## config.mk

```make
export PLATFORM = sky130hd
export DESIGN_NAME = cmp_arbiter
export DESIGN_NICKNAME = d
export VERILOG_FILES = /design/src/rtl/cmp_arbiter.sv
export SDC_FILE = /design/constraint.sdc
export NUM_CORES = 1
export LEC_CHECK = 0
export ABC_AREA = 1
export BUFFER_PORTS_ARGS = -buffer_cell sky130_fd_sc_hd__buf_2
export CELL_PAD_IN_SITES_DETAIL_PLACEMENT = 0
export CELL_PAD_IN_SITES_GLOBAL_PLACEMENT = 1
export CORE_MARGIN = 2
export CORE_UTILIZATION = 35
export CTS_BUF_LIST = sky130_fd_sc_hd__clkbuf_8
export DETAILED_ROUTE_END_ITERATION = 10
export PLACE_DENSITY_LB_ADDON = 0.1
export SYNTH_ARGS = -nofsm -noshare
export SYNTH_HDL_FRONTEND = slang
export SYNTH_SLANG_ARGS = --single-unit
```

## constraint.sdc

```tcl
create_clock -name clk -period 5.6 [get_ports clk]
set_clock_uncertainty 0.1 [all_clocks]
set_input_delay 1.12 -clock clk [delete_from_list [all_inputs] [get_ports clk]]
set_output_delay 1.12 -clock clk [all_outputs]
set_load 0.01 [all_outputs]
```

## src/rtl/cmp_arbiter.sv

```systemverilog
// Two-requester round-robin arbiter in front of one shared compare unit.
// Grant in IDLE, drive registered operands in ISSUE, hold the response in RESP.
module cmp_arbiter #(
   parameter int unsigned WIDTH = 32
) (
   input  logic             clk,
   input  logic             reset,
   input  logic             req0_valid,
   input  logic             req1_valid,
   output logic             req0_ready,
   output logic             req1_ready,
   input  logic [WIDTH-1:0] req0_A,
   input  logic [WIDTH-1:0] req0_B,
   input  logic [WIDTH-1:0] req1_A,
   input  logic [WIDTH-1:0] req1_B,
   input  logic [2:0]       req0_FT,
   input  logic [2:0]       req1_FT,
   output logic [WIDTH-1:0] cmp_A,
   output logic [WIDTH-1:0] cmp_B,
   output logic [2:0]       cmp_FT,
   input  logic             cmp_S,
   output logic             rsp_valid,
   output logic             rsp_id,
   output logic             rsp_S,
   output logic             rsp_err,
   input  logic             rsp_ready
);

   typedef enum logic [1:0] {StIdle, StIssue, StResp} state_e;

   state_e           r_state;
   logic             r_last;
   logic             r_id;
   logic [WIDTH-1:0] r_cmp_a;
   logic [WIDTH-1:0] r_cmp_b;
   logic [2:0]       r_cmp_ft;
   logic             r_rsp_valid;
   logic             r_rsp_id;
   logic             r_rsp_s;
   logic             r_rsp_err;

   logic w_idle;
   logic w_grant0;
   logic w_grant1;
   logic w_illegal;

   // r_last is the id granted most recently; reset value 1 gives requester 0 priority.
   assign w_idle    = (r_state == StIdle);
   assign w_grant0  = w_idle & req0_valid & (~req1_valid | r_last);
   assign w_grant1  = w_idle & req1_valid & (~req0_valid | ~r_last);
   assign w_illegal = (r_cmp_ft == 3'b011) | (r_cmp_ft == 3'b101);

   // Ready is gated by reset so it drops immediately while reset is held.
   assign req0_ready = w_grant0 & ~reset;
   assign req1_ready = w_grant1 & ~reset;

   assign cmp_A     = r_cmp_a;
   assign cmp_B     = r_cmp_b;
   assign cmp_FT    = r_cmp_ft;
   assign rsp_valid = r_rsp_valid;
   assign rsp_id    = r_rsp_id;
   assign rsp_S     = r_rsp_s;
   assign rsp_err   = r_rsp_err;

   always_ff @(posedge clk or posedge reset) begin
      if (reset) begin
         r_state     <= StIdle;
         r_last      <= 1'b1;
         r_id        <= 1'b0;
         r_cmp_a     <= '0;
         r_cmp_b     <= '0;
         r_cmp_ft    <= 3'b000;
         r_rsp_valid <= 1'b0;
         r_rsp_id    <= 1'b0;
         r_rsp_s     <= 1'b0;
         r_rsp_err   <= 1'b0;
      end else begin
         case (r_state)
            StIdle: begin
               if (w_grant0 | w_grant1) begin
                  r_cmp_a  <= w_grant1 ? req1_A  : req0_A;
                  r_cmp_b  <= w_grant1 ? req1_B  : req0_B;
                  r_cmp_ft <= w_grant1 ? req1_FT : req0_FT;
                  r_id     <= w_grant1;
                  r_last   <= w_grant1;
                  r_state  <= StIssue;
               end
            end
            StIssue: begin
               r_rsp_valid <= 1'b1;
               r_rsp_id    <= r_id;
               r_rsp_s     <= cmp_S & ~w_illegal;
               r_rsp_err   <= w_illegal;
               r_state     <= StResp;
            end
            StResp: begin
               if (rsp_ready) begin
                  r_rsp_valid <= 1'b0;
                  r_rsp_id    <= 1'b0;
                  r_rsp_s     <= 1'b0;
                  r_rsp_err   <= 1'b0;
                  r_state     <= StIdle;
               end
            end
            default: r_state <= StIdle;
         endcase
      end
   end

endmodule

```

; ---- Word-level counts from Yosys, hierarchy flattened
; Cells that the tools add are included.
; W data, S select, Z words.
[word_totals]
ff_bits = 75
[classes]
n_eq_ne = 6
n_mux = 11
bitwise = 16
reduce_logical = 5
[op_table]
columns = operator, n
row1 = $mux W32, 2
row2 = $pmux W1 S2, 4
row3 = $and A1 B1 Y1, 7
row4 = $pmux W2 S3, 1
row5 = $reduce_and A2 Y1, 3
row6 = $not A1 Y1, 5
row7 = $mux W2, 2
row8 = $or A1 B1 Y1, 4
row9 = $eq A3 B2 Y1 const B, 1
row10 = $eq A3 B3 Y1 const B, 1
row11 = $mux W3, 1
row12 = $eq A2 B1 Y1 const B, 1
row13 = $eq A2 B2 Y1 const B, 1
row14 = $logic_not A2 Y1, 1
row15 = $ne A2 B1 Y1 const B, 1
row16 = $ne A2 B2 Y1 const B, 1
row17 = $reduce_bool A2 Y1, 1
row18 = $mux W1, 1

; ---- Longest topological paths before layout
[logic_depth]
ltp_word = 6
depth_mapped = 7

; ---- Worst setup path after synthesis
; Ideal clock, no wire load.
[synth_timing]
path_type = input port to output port
startpoint = input port req1_valid
endpoint = output port req1_ready
required_time_ns = 4.380
stages = 5
t_arrival_ns = 1.841
slack_ns = 2.539
cell_sequence = buf_2 -> nand3_1 -> buf_2 -> buf_2 -> nor2_1
[synth_between]
elab_chain_len = 3
[synth_lines]
columns = item, line_no
row1 = "start, declared", 9  ; input logic req1_valid,
row2 = $and A1 B1 Y1 (2 in a row), 50  ; assign w_grant1 = w_idle & req1_valid & (~req0_valid | ~r_last);
row3 = $and A1 B1 Y1, 55  ; assign req1_ready = w_grant1 & ~reset;
row4 = "end, declared", 11  ; output logic req1_ready,
; Every way passes these cells.

; ---- Worst setup path in the final report
; Ends and elaborated chain as after synthesis.

==> results.py <==
metrics = {
    "route": {
        "detail_route.first_pass.iterations": 6,
        "drc": 0,
        "antenna_left": 0,
        "wl_per_cell_um": 14.14,
        "routed_wl_mm": 13.84,
        "num_vias": 4733,
        "drt_iter0_drc": 510,
        "routed_via_density": 4.835,
    },
    "die": {
        "rows": 40,
        "io_pins": 213,
        "fp.dieH_um": 115.7,
        "die_x_um": 115.7,
        "core_um2": 12110,
        "fp.dieArea_um2": 13370,
        "start_util_pct": 36.02,
    },
    "clock_network": {
        "cts_root_buf": "clkbuf_8",
        "cts_setup_buffers": 0,
        "clk_pin_slew_ns": 0.07,
        "clkSinkCount": 75,
        "cts_tree": "yes",
        "cts.htree.levels": 3,
        "cts_made_buffers": 9,
        "insertion_delay_ns": 0.35,
        "hold_buffers": 0,
        "post_cts_resized": 0,
        "cts.path.max_buffers": 2,
    },
    "power_and_ir_drop": {
        "power_density_nw_per_um2": 493.1,
        "p_leak_nw": 3.546,
        "ir_worst_vdd_mv": 0.2001,
        "totalPowerFinal_w": 0.002776,
    },
    "logic_synthesis": {
        "syn_avg_cell_area_um2": 6.970,
        "synthesis.area_um2": 4363,
        "muxShareOfSynthArea_pct": 0,
        "netlist_instances": 626,
        "yosysSeqAreaShare_pct": 43.05,
        "synthSimpleGateAreaFrac_pct": 38.94,
        "synth-xor-area-share_pct": 0,
        "synth_top_area_cell": "dfrtp_1",
        "synth_compound_area_share_pct": 0.5736,
        "syn_nets": 766,
        "ys_warn_count": 0,
        "ys_types": 15,
        "synth_top_family_by_area": "simple AND/OR/NAND/NOR gates",
        "synthAdderAreaFrac_pct": 0,
        "synth_area_leaders": "dfrtp_1, nand3_1, nand2_1, inv_1, nand4_1",
        "synth_top_area_share_pct": 42.44,
        "ys_seq_elements": 75,
    },
    "timing": {
        "finalCritPeriodShare_pct": 61.41,
        "slew_viol_final": 0,
        "max_slew_margin_pct": 25.96,
        "setup_tns_ns": 0,
        "hold_violations": 0,
        "tightest_slew_ns": 1.111,
        "fmax_ghz": 0.2908,
        "rsz0062_at_grt": "false",
        "post-route-min-period_ns": 3.439,
        "final-setup-viol-count": 0,
    },
    "global_route": {
        "grt_usage_pct": 20.61,
        "gr-total-overflow": 0,
        "first_global_vias": 4235,
        "grt_max_degree": 111,
        "grt_pass1_wl_mm": 21.60,
        "antenna_found_initial": 1,
    },
    "cells_and_area": {
        "nNetsFinal": 945,
        "drive_above_1_share_pct": 29.38,
        "area_growth_syn_to_layout_pct": 29.05,
    },
    "hold_path": {
        "hp-class": "flip-flop to flip-flop",
    },
    "status": {
        "status": "finished clean",
    },
    "placed_design": {
        "place_congestion": 0.8188,
        "hpwl_mm": 9.180,
        "place.port_buffers": 212,
    },
    "critical_path": {
        "crit_type": "primary input to output pin",
        "worstPathRequired_ns": 4.38,
        "worst_setup_path_end_kind": "output pin",
        "start_kind": "primary input",
        "crit_path_max_fanout": 29,
        "worstPathArrival_ns": 2.22,
    },
    "run": {
        "max_cap_violations": 0,
    },
}
-- metal layers --
layer	global-route usage, %	wire length (µm)	vias to the layer above
met5	0	0	-
li1	-	-	2341
met3	6.381	1340	20
met4	8.095	277	0
met1	28.64	5991	2156
met2	30.06	6231	216
-- report_power, final --
part	total [W]	leakage (nW)	internal, W	switching, W
clock network	0.000360	0.102	0.000165	0.000195
logic	0.00143	2.53	0.000508	0.000919
registers	0.000990	0.917	0.000820	0.000169
total	0.00278	3.55	0.00149	0.00128
-- flip-flops by register name, summed over array words and instances, names as in the netlist --
signal,flops
r_id,1
r_last,1
r_state,2
rsp_valid,1
rsp_err,1
rsp_id,1
cmp_A,32
cmp_B,32
cmp_FT,3
rsp_S,1
-- critical path: stages --
cell and delay [ns]:
buf_2 0.37, nand3_4 0.37, nor2_1 0.17, buf_2 0.18
-- worst paths after layout --
kind | startpoint | to | slack [ns] | depth (start not counted)
max | req1_valid | req1_ready | 2.16 | 4
min | rsp_valid$_DFFE_PP0P_ | rsp_valid$_DFFE_PP0P_ | 0.40 | 2
max reg2reg | r_state[0]$_DFFE_PP0P_ | cmp_A[26]$_DFFE_PP0P_ | 2.85 | 7
min reg2reg | rsp_valid$_DFFE_PP0P_ | rsp_valid$_DFFE_PP0P_ | 0.40 | 2
max in group asynchronous | reset | cmp_A[26]$_DFFE_PP0P_ | 3.71 | 3
min in group asynchronous | reset | cmp_B[13]$_DFFE_PP0P_ | 0.68 | 2
-- synthesized netlist by cell type --
master / n
buf_1: 4
buf_2: 38
clkbuf_1: 9
dfrtp_1: 74
dfstp_2: 1
inv_1: 139
nand2_1: 142
nand3_1: 140
nand3_2: 1
nand3b_1: 1
nand4_1: 67
nor2_1: 3
nor2_4: 1
o21ai_0: 5
or2_2: 1
-- cell usage in the layout (no fill, tap or decap), types with 2 or more instances in the layout --
cell	instances
clkinv_2	2
buf_4	7
nand4_1	67
nand3_1	139
dfrtp_1	74
inv_1	143
buf_2	212
nand2_2	2
nand2_1	140
o21ai_0	5
nor2_1	3
clkbuf_8	10
-- metrics by stage --
step	utilization, %	hold slack [ns]	instance area (µm²)	setup WS [ns]	cells
finish	46.49	0.4036	5630	2.161	979
global route	46.47	0.4367	5628	2.009	978
CTS	46.47	0.4065	5628	2.160	978
detailed placement	45.13	0.3869	5466	1.963	962
global placement	45.13	0.3825	5466	1.993	962
floorplan	-	0.3814	4363	2.472	626
-- cell families after synthesis --
logic type / after synthesis
flip-flops: 75
AO/OA/AOI/OAI: 5
AND/OR/NAND/NOR: 356
buffers and inverters: 190
-- area by class of cell --
class	instances	area, µm²
tap	168	210.2
inverter	139	523.0
antenna	1	2.502
clock inverter	6	23.77
timing repair buffer	219	1114
sequential	75	1878
clock buffer	10	137.6
multi-input combinational	361	1742
fill	1329	6481
Power figures use the tool's default switching activity.
